### src/rtl/bios_watchdog.sv
// BIOS boot watchdog: times POST from arm/kick, requests a platform reset on expiry,
// flips the active BIOS flash and halts once every image has failed.
module bios_watchdog #(
    parameter int unsigned TICK_DIV      = 33000000,
    parameter int unsigned TIMEOUT_TICKS = 120,
    parameter int unsigned RST_PULSE     = 3300,
    parameter int unsigned MAX_FAIL      = 2
) (
    input  logic       LpcClock,
    input  logic       PciReset,
    input  logic       WriteBiosWD,
    input  logic [7:0] BiosRegister,
    output logic [2:0] BiosStatus,
    output logic       BiosSel,
    output logic       WdRstReq,
    output logic       WdHalted
);

    localparam int PS_W = (TICK_DIV > 1) ? $clog2(TICK_DIV) : 1;
    localparam int PC_W = ($clog2(RST_PULSE + 1) > 12) ? $clog2(RST_PULSE + 1) : 12;
    localparam int FC_W = (MAX_FAIL > 0) ? $clog2(MAX_FAIL + 1) : 1;

    localparam logic [PS_W-1:0] PS_LAST = PS_W'(TICK_DIV - 1);
    localparam logic [7:0]      TC_LAST = 8'(TIMEOUT_TICKS - 1);
    localparam logic [PC_W-1:0] PC_LAST = PC_W'(RST_PULSE - 1);
    localparam logic [FC_W-1:0] FC_MAX  = FC_W'(MAX_FAIL);

    typedef enum logic [1:0] {
        S_RUN,
        S_STOP,
        S_FIRE,
        S_HALT
    } state_t;

    state_t          r_state;
    logic [PS_W-1:0] r_presc;
    logic [7:0]      r_tick_cnt;
    logic [PC_W-1:0] r_pulse_cnt;
    logic [FC_W-1:0] r_fail_cnt;
    logic            r_wr_dly;
    logic            r_running;
    logic            r_expired;
    logic            r_bios_sel;
    logic            r_rst_req;
    logic            r_halted;

    logic w_stop;
    logic w_kick;
    logic w_tick;
    logic w_expire;
    logic w_unused;

    // The register byte is valid one cycle after the strobe, so commands are
    // decoded against the delayed strobe; stop outranks kick.
    assign w_stop   = r_wr_dly & BiosRegister[7];
    assign w_kick   = r_wr_dly & BiosRegister[6] & ~BiosRegister[7];
    assign w_tick   = (r_presc == PS_LAST);
    assign w_expire = w_tick & (r_tick_cnt == TC_LAST);
    assign w_unused = ^BiosRegister[5:0];

    // NOTE: sequential state uses non-blocking assignments only, so every
    // register here sees pre-edge values regardless of statement order.
    always_ff @(posedge LpcClock or negedge PciReset) begin
        if (!PciReset) begin
            r_state     <= S_RUN;
            r_presc     <= '0;
            r_tick_cnt  <= '0;
            r_pulse_cnt <= '0;
            r_fail_cnt  <= '0;
            r_wr_dly    <= 1'b0;
            r_running   <= 1'b1;
            r_expired   <= 1'b0;
            r_bios_sel  <= 1'b0;
            r_rst_req   <= 1'b0;
            r_halted    <= 1'b0;
        end else begin
            r_wr_dly <= WriteBiosWD;
            case (r_state)
                S_RUN: begin
                    if (w_stop) begin
                        r_state    <= S_STOP;
                        r_running  <= 1'b0;
                        r_presc    <= '0;
                        r_tick_cnt <= '0;
                    end else if (w_kick) begin
                        r_presc    <= '0;
                        r_tick_cnt <= '0;
                    end else if (w_expire) begin
                        r_state     <= S_FIRE;
                        r_presc     <= '0;
                        r_tick_cnt  <= '0;
                        r_pulse_cnt <= '0;
                        r_bios_sel  <= ~r_bios_sel;
                        r_expired   <= 1'b1;
                        r_rst_req   <= 1'b1;
                        if (r_fail_cnt != FC_MAX) begin
                            r_fail_cnt <= r_fail_cnt + 1'b1;
                        end
                    end else if (w_tick) begin
                        r_presc    <= '0;
                        r_tick_cnt <= r_tick_cnt + 1'b1;
                    end else begin
                        r_presc <= r_presc + 1'b1;
                    end
                end

                S_STOP: begin
                    if (w_kick) begin
                        r_state   <= S_RUN;
                        r_running <= 1'b1;
                    end
                end

                // Writes are not decoded here: the reset pulse always runs to completion.
                S_FIRE: begin
                    if (r_pulse_cnt == PC_LAST) begin
                        r_rst_req <= 1'b0;
                        if (r_fail_cnt == FC_MAX) begin
                            r_state   <= S_HALT;
                            r_running <= 1'b0;
                            r_halted  <= 1'b1;
                        end else begin
                            r_state <= S_RUN;
                        end
                    end else begin
                        r_pulse_cnt <= r_pulse_cnt + 1'b1;
                    end
                end

                S_HALT: begin
                    r_running <= 1'b0;
                    r_rst_req <= 1'b0;
                    r_halted  <= 1'b1;
                end

                default: begin
                    r_state <= S_HALT;
                end
            endcase
        end
    end

    assign BiosStatus = {r_running, r_expired, r_bios_sel};
    assign BiosSel    = r_bios_sel;
    assign WdRstReq   = r_rst_req;
    assign WdHalted   = r_halted;

endmodule

### config.mk
export PLATFORM = sky130hd
export DESIGN_NAME = bios_watchdog
export DESIGN_NICKNAME = d
export VERILOG_FILES = /design/src/rtl/bios_watchdog.sv
export SDC_FILE = /design/constraint.sdc
export NUM_CORES = 1
export LEC_CHECK = 0
export ABC_AREA = 1
export ABC_CLOCK_PERIOD_IN_PS = 3100
export BUFFER_PORTS_ARGS = -buffer_cell sky130_fd_sc_hd__buf_2
export CAP_MARGIN = 20
export CORE_ASPECT_RATIO = 1.75
export CORE_MARGIN = 2
export CORE_UTILIZATION = 45
export CTS_BUF_LIST = sky130_fd_sc_hd__clkbuf_4
export DETAILED_ROUTE_END_ITERATION = 8
export SYNTH_ARGS = -nofsm -noshare
export SYNTH_HDL_FRONTEND = slang
export SYNTH_SLANG_ARGS = --single-unit
### constraint.sdc
create_clock -name LpcClock -period 3.1 [get_ports LpcClock]
set_input_delay 0.155 -clock LpcClock [delete_from_list [all_inputs] [get_ports LpcClock]]
set_output_delay 0.155 -clock LpcClock [all_outputs]
set_load 0.02 [all_outputs]
# After elaboration in Yosys (flattened, before gate mapping)
# Index checks and enable logic that the tools add are counted.
# Widths: inputs -> output; s select.
# word_totals
regBits,55
inputBits,11
output_inout_bits,6
elab_cells,88
# classes
n_addsub,4
eq_ne,18
muxes,33
bitwise_logic,8
n_reduce_logical,14
# ops
op,count
$mux 25,4
$mux 12,4
$mux 8,4
$add 25x1->25 const B,1
$eq 25x25->1 const B,1
$pmux 12 s2,1
$reduce_and 5->1,4
$ne 2x2->1 const B,9
$add 12x1->12 const B,1
$eq 12x12->1 const B,1
$mux 2,6
$mux 1,10
$add 8x1->8 const B,1
$eq 8x7->1 const B,1
$reduce_and 4->1,2
$eq 2x2->1 const B,3
$ne 3x3->1 const B,2
$pmux 2 s3,1
$reduce_bool 3->1,2
$and 1x1->1,4
$not 1->1,4
$pmux 1 s4,1
$reduce_bool 2->1,2
$reduce_bool 4->1,1
other kinds (7),7

# Logic depth before layout (Yosys ltp)
# logic_depth
depth_word,6
depth_mapped,12
mapped_depth_nobuf,12

# Least setup slack after synthesis
# OpenSTA, ideal clock, no wires.
# synth_path
kind,reg-to-reg
from,register r_state[0]
to,register r_presc[18]
setup_ps,119
arrival_time_ps,1532
required_time_ps,2981
path_slack_ps,1449
stages_incl_launch_ff,12
path_buffers,0
period_less_slack_ps,1651
path_cell_list,dfrtp_1 > inv_1 > ha_1 > nand2_2 > inv_2 > nand2_1 > nor2_1 > nand2_1 > nor3_4 > nand3_1 > nand2_1 > nor2_1
# synth_between
elab_chain_len,1
# synth_rtl
element,line_no,rtl
from (decl),35,state_t r_state;
from (signal assigned),65,r_state <= S_RUN;
from (signal assigned),81,r_state <= S_STOP;
from (signal assigned),89,r_state <= S_FIRE;
$logic_not 2->1,78,case (r_state)
to (signal assigned),103,r_presc <= r_presc + 1'b1;
to (decl),36,logic [PS_W-1:0] r_presc;
# No other way between the ends.
# A chain may end at the register's enable or synchronous reset.

# Worst setup path after layout
# layout_path
from,register r_state[1]
to,register r_presc[20]
# Same word-level chain as after synthesis.

==> impl_metrics.py <==
metrics = {
    "floorplan": {
        "fp.dieH_um": 123,
        "die_area_mm2": 0.00888,
        "io_pins": 17,
        "design.core.area_mm2": 0.00791,
        "die_w_um": 72.1,
        "start_util": 0.462,
        "rows": 43,
    },
    "timing": {
        "tns_ns": 0,
        "rsz0062_at_grt": "no",
        "finalCritPeriodShare": 0.763,
        "finalHoldViolCount": 0,
        "slew_violations": 0,
        "worst_slew_pin_slew_ns": 0.847,
        "setup_viol": 0,
        "relSlewSlack": 0.435,
        "clock_skew_ns": 0.0172,
        "fmax_mhz": 423,
        "fin_crit_ns": 2.36,
    },
    "placement": {
        "dp_hpwl_um": 6590,
        "port_buffers": 10,
        "dpl-instance-area_mm2": 0.00375,
        "dp.cells": 630,
        "gp_congestion": 0.976,
    },
    "setup_path": {
        "cp_max_fo": 15,
        "r2r_end": "r_presc[20]$_DFFE_PN0P_",
        "r2r_slack_ns": 0.74,
        "cp-start-kind": "register",
        "cp.required_ns": 3.44,
        "critical_path_class": "reg2reg",
        "startpoint": "r_state[1]$_DFFE_PN0P_",
        "r2r_start": "r_state[1]$_DFFE_PN0P_",
        "cp.arrival_ns": 2.70,
        "reg2regPathDepth": 12,
        "cp-end-kind": "register",
    },
    "power_and_ir_drop": {
        "total_power_mw": 1.91,
        "comb_power_share": 0.340,
        "clkPwrFrac": 0.225,
        "p_switching_mw": 0.760,
        "power.density_mw_per_mm2": 495,
        "p_int_mw": 1.15,
        "power.share.sequential": 0.434,
        "p_leak_nw": 1.92,
        "ir_worst_vdd_uv": 306,
        "p_sw_frac": 0.398,
    },
    "finish": {
        "syn_to_final_growth_pct": 5.48,
        "fin_cells": 641,
        "drive_above_1_share": 0.0909,
        "final_area_mm2": 0.00385,
        "layout.nets": 569,
        "final_common_cell": "nand2_1",
        "fin_util": 0.487,
        "most-common-layout-cells": "nand2_1 (170), nor2_1 (76), inv_1 (72), dfrtp_1 (54), nand3_1 (35)",
    },
    "logic_synthesis": {
        "netlist_area_mm2": 0.00365,
        "syn-instance-count": 540,
        "ys_seq_area_frac": 0.377,
        "ys_ff_latch": 55,
        "synth_warnings": 0,
        "syn_nets": 560,
        "syn_area_per_cell_um2": 6.77,
        "ys_types": 32,
    },
    "clock_network": {
        "clock-sinks": 55,
        "cts_buffer_depth": 2,
        "cts_inserted_buffers": 5,
        "htreeDepth": 2,
        "path_clk_slew_ns": 0.17,
        "clock_latency_ns": 0.40,
        "post_cts_buffers": 0,
        "postCtsResizedCells": 0,
        "cts_tree": "done",
        "ctsHoldBuffers": 2,
        "clk_root_buffer_cell": "clkbuf_4",
    },
    "routing": {
        "drtPass1Iterations": 4,
        "drt_iter0_drc": 158,
        "vias": 3366,
        "avgRoutedWirePerCell_um": 13.5,
        "ant_nets": 0,
        "vias_per_cell": 5.25,
        "drc": 0,
        "drt-total-wl_um": 8680,
    },
    "flow_run": {
        "drv_cap": 0,
    },
    "global_routing": {
        "grt_util_all_layers": 0.214,
        "first_global_vias": 3274,
        "grt_pass1_wl_um": 14800,
        "grt_antenna_before_repair": 1,
        "overflow": 0,
        "grt_max_degree": 37,
    },
    "hold_path": {
        "min_from": "BiosRegister[6]",
        "hp-class": "in2reg",
        "holdPathStages": 6,
        "hold-path-endpoint": "r_tick_cnt[1]$_DFFE_PN0P_",
    },
    "status": {
        "outcome": "finished clean",
    },
}
## cells by family (layout without fill, tap and decap cells)
| kind of cell | count (synthesis) | count (layout) | share of synthesized area |
|---|---|---|---|
| and+or+nand+nor | 341 | 341 | 0.415 |
| AOI/OAI and AO/OA | 35 | 35 | 0.0514 |
| buffers and inverters | 91 | 101 | 0.104 |
| DFF | 55 | 55 | 0.377 |
| other | 0 | 1 | 0 |
| adders and majority gates | 9 | 9 | 0.0308 |
| xor gates and xnor gates | 9 | 9 | 0.0216 |
## synth_stat cells, drive strengths merged
library cell | count | area share
dfrtp | 54 | 0.37
ha | 9 | 0.031
o21ai | 19 | 0.026
o22ai | 2 | 0.0034
a21oi | 10 | 0.014
nand2 | 177 | 0.19
or2 | 2 | 0.0034
nand4 | 29 | 0.050
nor2 | 84 | 0.097
inv | 79 | 0.081
dfstp | 1 | 0.0072
nor3b | 2 | 0.0041
xor2 | 6 | 0.014
a31o | 1 | 0.0024
a31oi | 1 | 0.0017
o21a | 2 | 0.0041
buf | 10 | 0.021
xnor2 | 3 | 0.0072
nand3 | 38 | 0.058
nand3b | 1 | 0.0021
clkbuf | 2 | 0.0021
nor3 | 8 | 0.014
## flip-flops by register name (all words and copies together), names as in the netlist
signal,cells
r_state,2
r_pulse_cnt,12
r_running,1
r_expired,1
BiosSel,1
r_wr_dly,1
r_presc,25
r_fail_cnt,2
WdRstReq,1
WdHalted,1
r_tick_cnt,8
## cell type report
class | instances | area, µm²
Antenna cell | 1 | 2.50
Clock inverter | 1 | 30.0
Tap cell | 90 | 113
Sequential cell | 55 | 1380
Fill cell | 834 | 4060
Inverter | 79 | 297
Clock buffer | 7 | 52.6
Timing Repair Buffer | 14 | 85.1
Multi-Input combinational cell | 394 | 1900
## how the worst max path moves through the flow
stage	slack [ns]	cells past startpoint	end
6_report	0.74	12	r_presc[20]$_DFFE_PN0P_
5_1_grt	0.47	9	r_pulse_cnt[2]$_DFFE_PN0P_
4_1_cts	0.71	9	r_pulse_cnt[11]$_DFFE_PN0P_
3_5_place_dp	0.70	9	r_pulse_cnt[11]$_DFFE_PN0P_
3_3_place_gp	0.75	9	r_pulse_cnt[1]$_DFFE_PN0P_
2_1_floorplan	1.45	11	r_presc[18]$_DFFE_PN0P_
## per-layer routing
layer | vias to the layer above | share of wire | global-route usage
met5 | - | 0 | 0
met4 | 0 | 0.041 | 0.116
met3 | 22 | 0.023 | 0.0285
met2 | 50 | 0.55 | 0.406
met1 | 1579 | 0.38 | 0.220
li1 | 1715 | - | -
## critical path, stage by stage (launching register included)
cell,delay (ns)
dfrtp_1,0.48
inv_1,0.10
ha_1,0.56
nand2_2,0.18
inv_2,0.09
nand2_1,0.05
nor2_1,0.10
nand2_1,0.17
nor3_4,0.30
nand2_1,0.08
nand2_1,0.06
nand2_1,0.04
nor2_1,0.08
## power by group through the flow
stage / registers, mW / logic [mW] / clock network [mW]
final: 0.829 / 0.649 / 0.430
after global routing: 0.839 / 0.742 / 0.466
after CTS: 0.829 / 0.662 / 0.451
after detailed placement: 0.842 / 0.661 / 0
after global placement: 0.839 / 0.653 / 0
after floorplan: 0.839 / 0.528 / 0
## stage by stage
| stage | setup WS, ns | hold WS (ns) |
|---|---|---|
| after floorplan | 1.45 | -0.141 |
| after global placement | 0.750 | 0.287 |
| after detailed placement | 0.704 | 0.286 |
| after CTS | 0.710 | 0.159 |
| after global routing | 0.466 | 0.182 |
| final | 0.736 | 0.193 |
No activity file was read; power rests on OpenSTA's default activity.
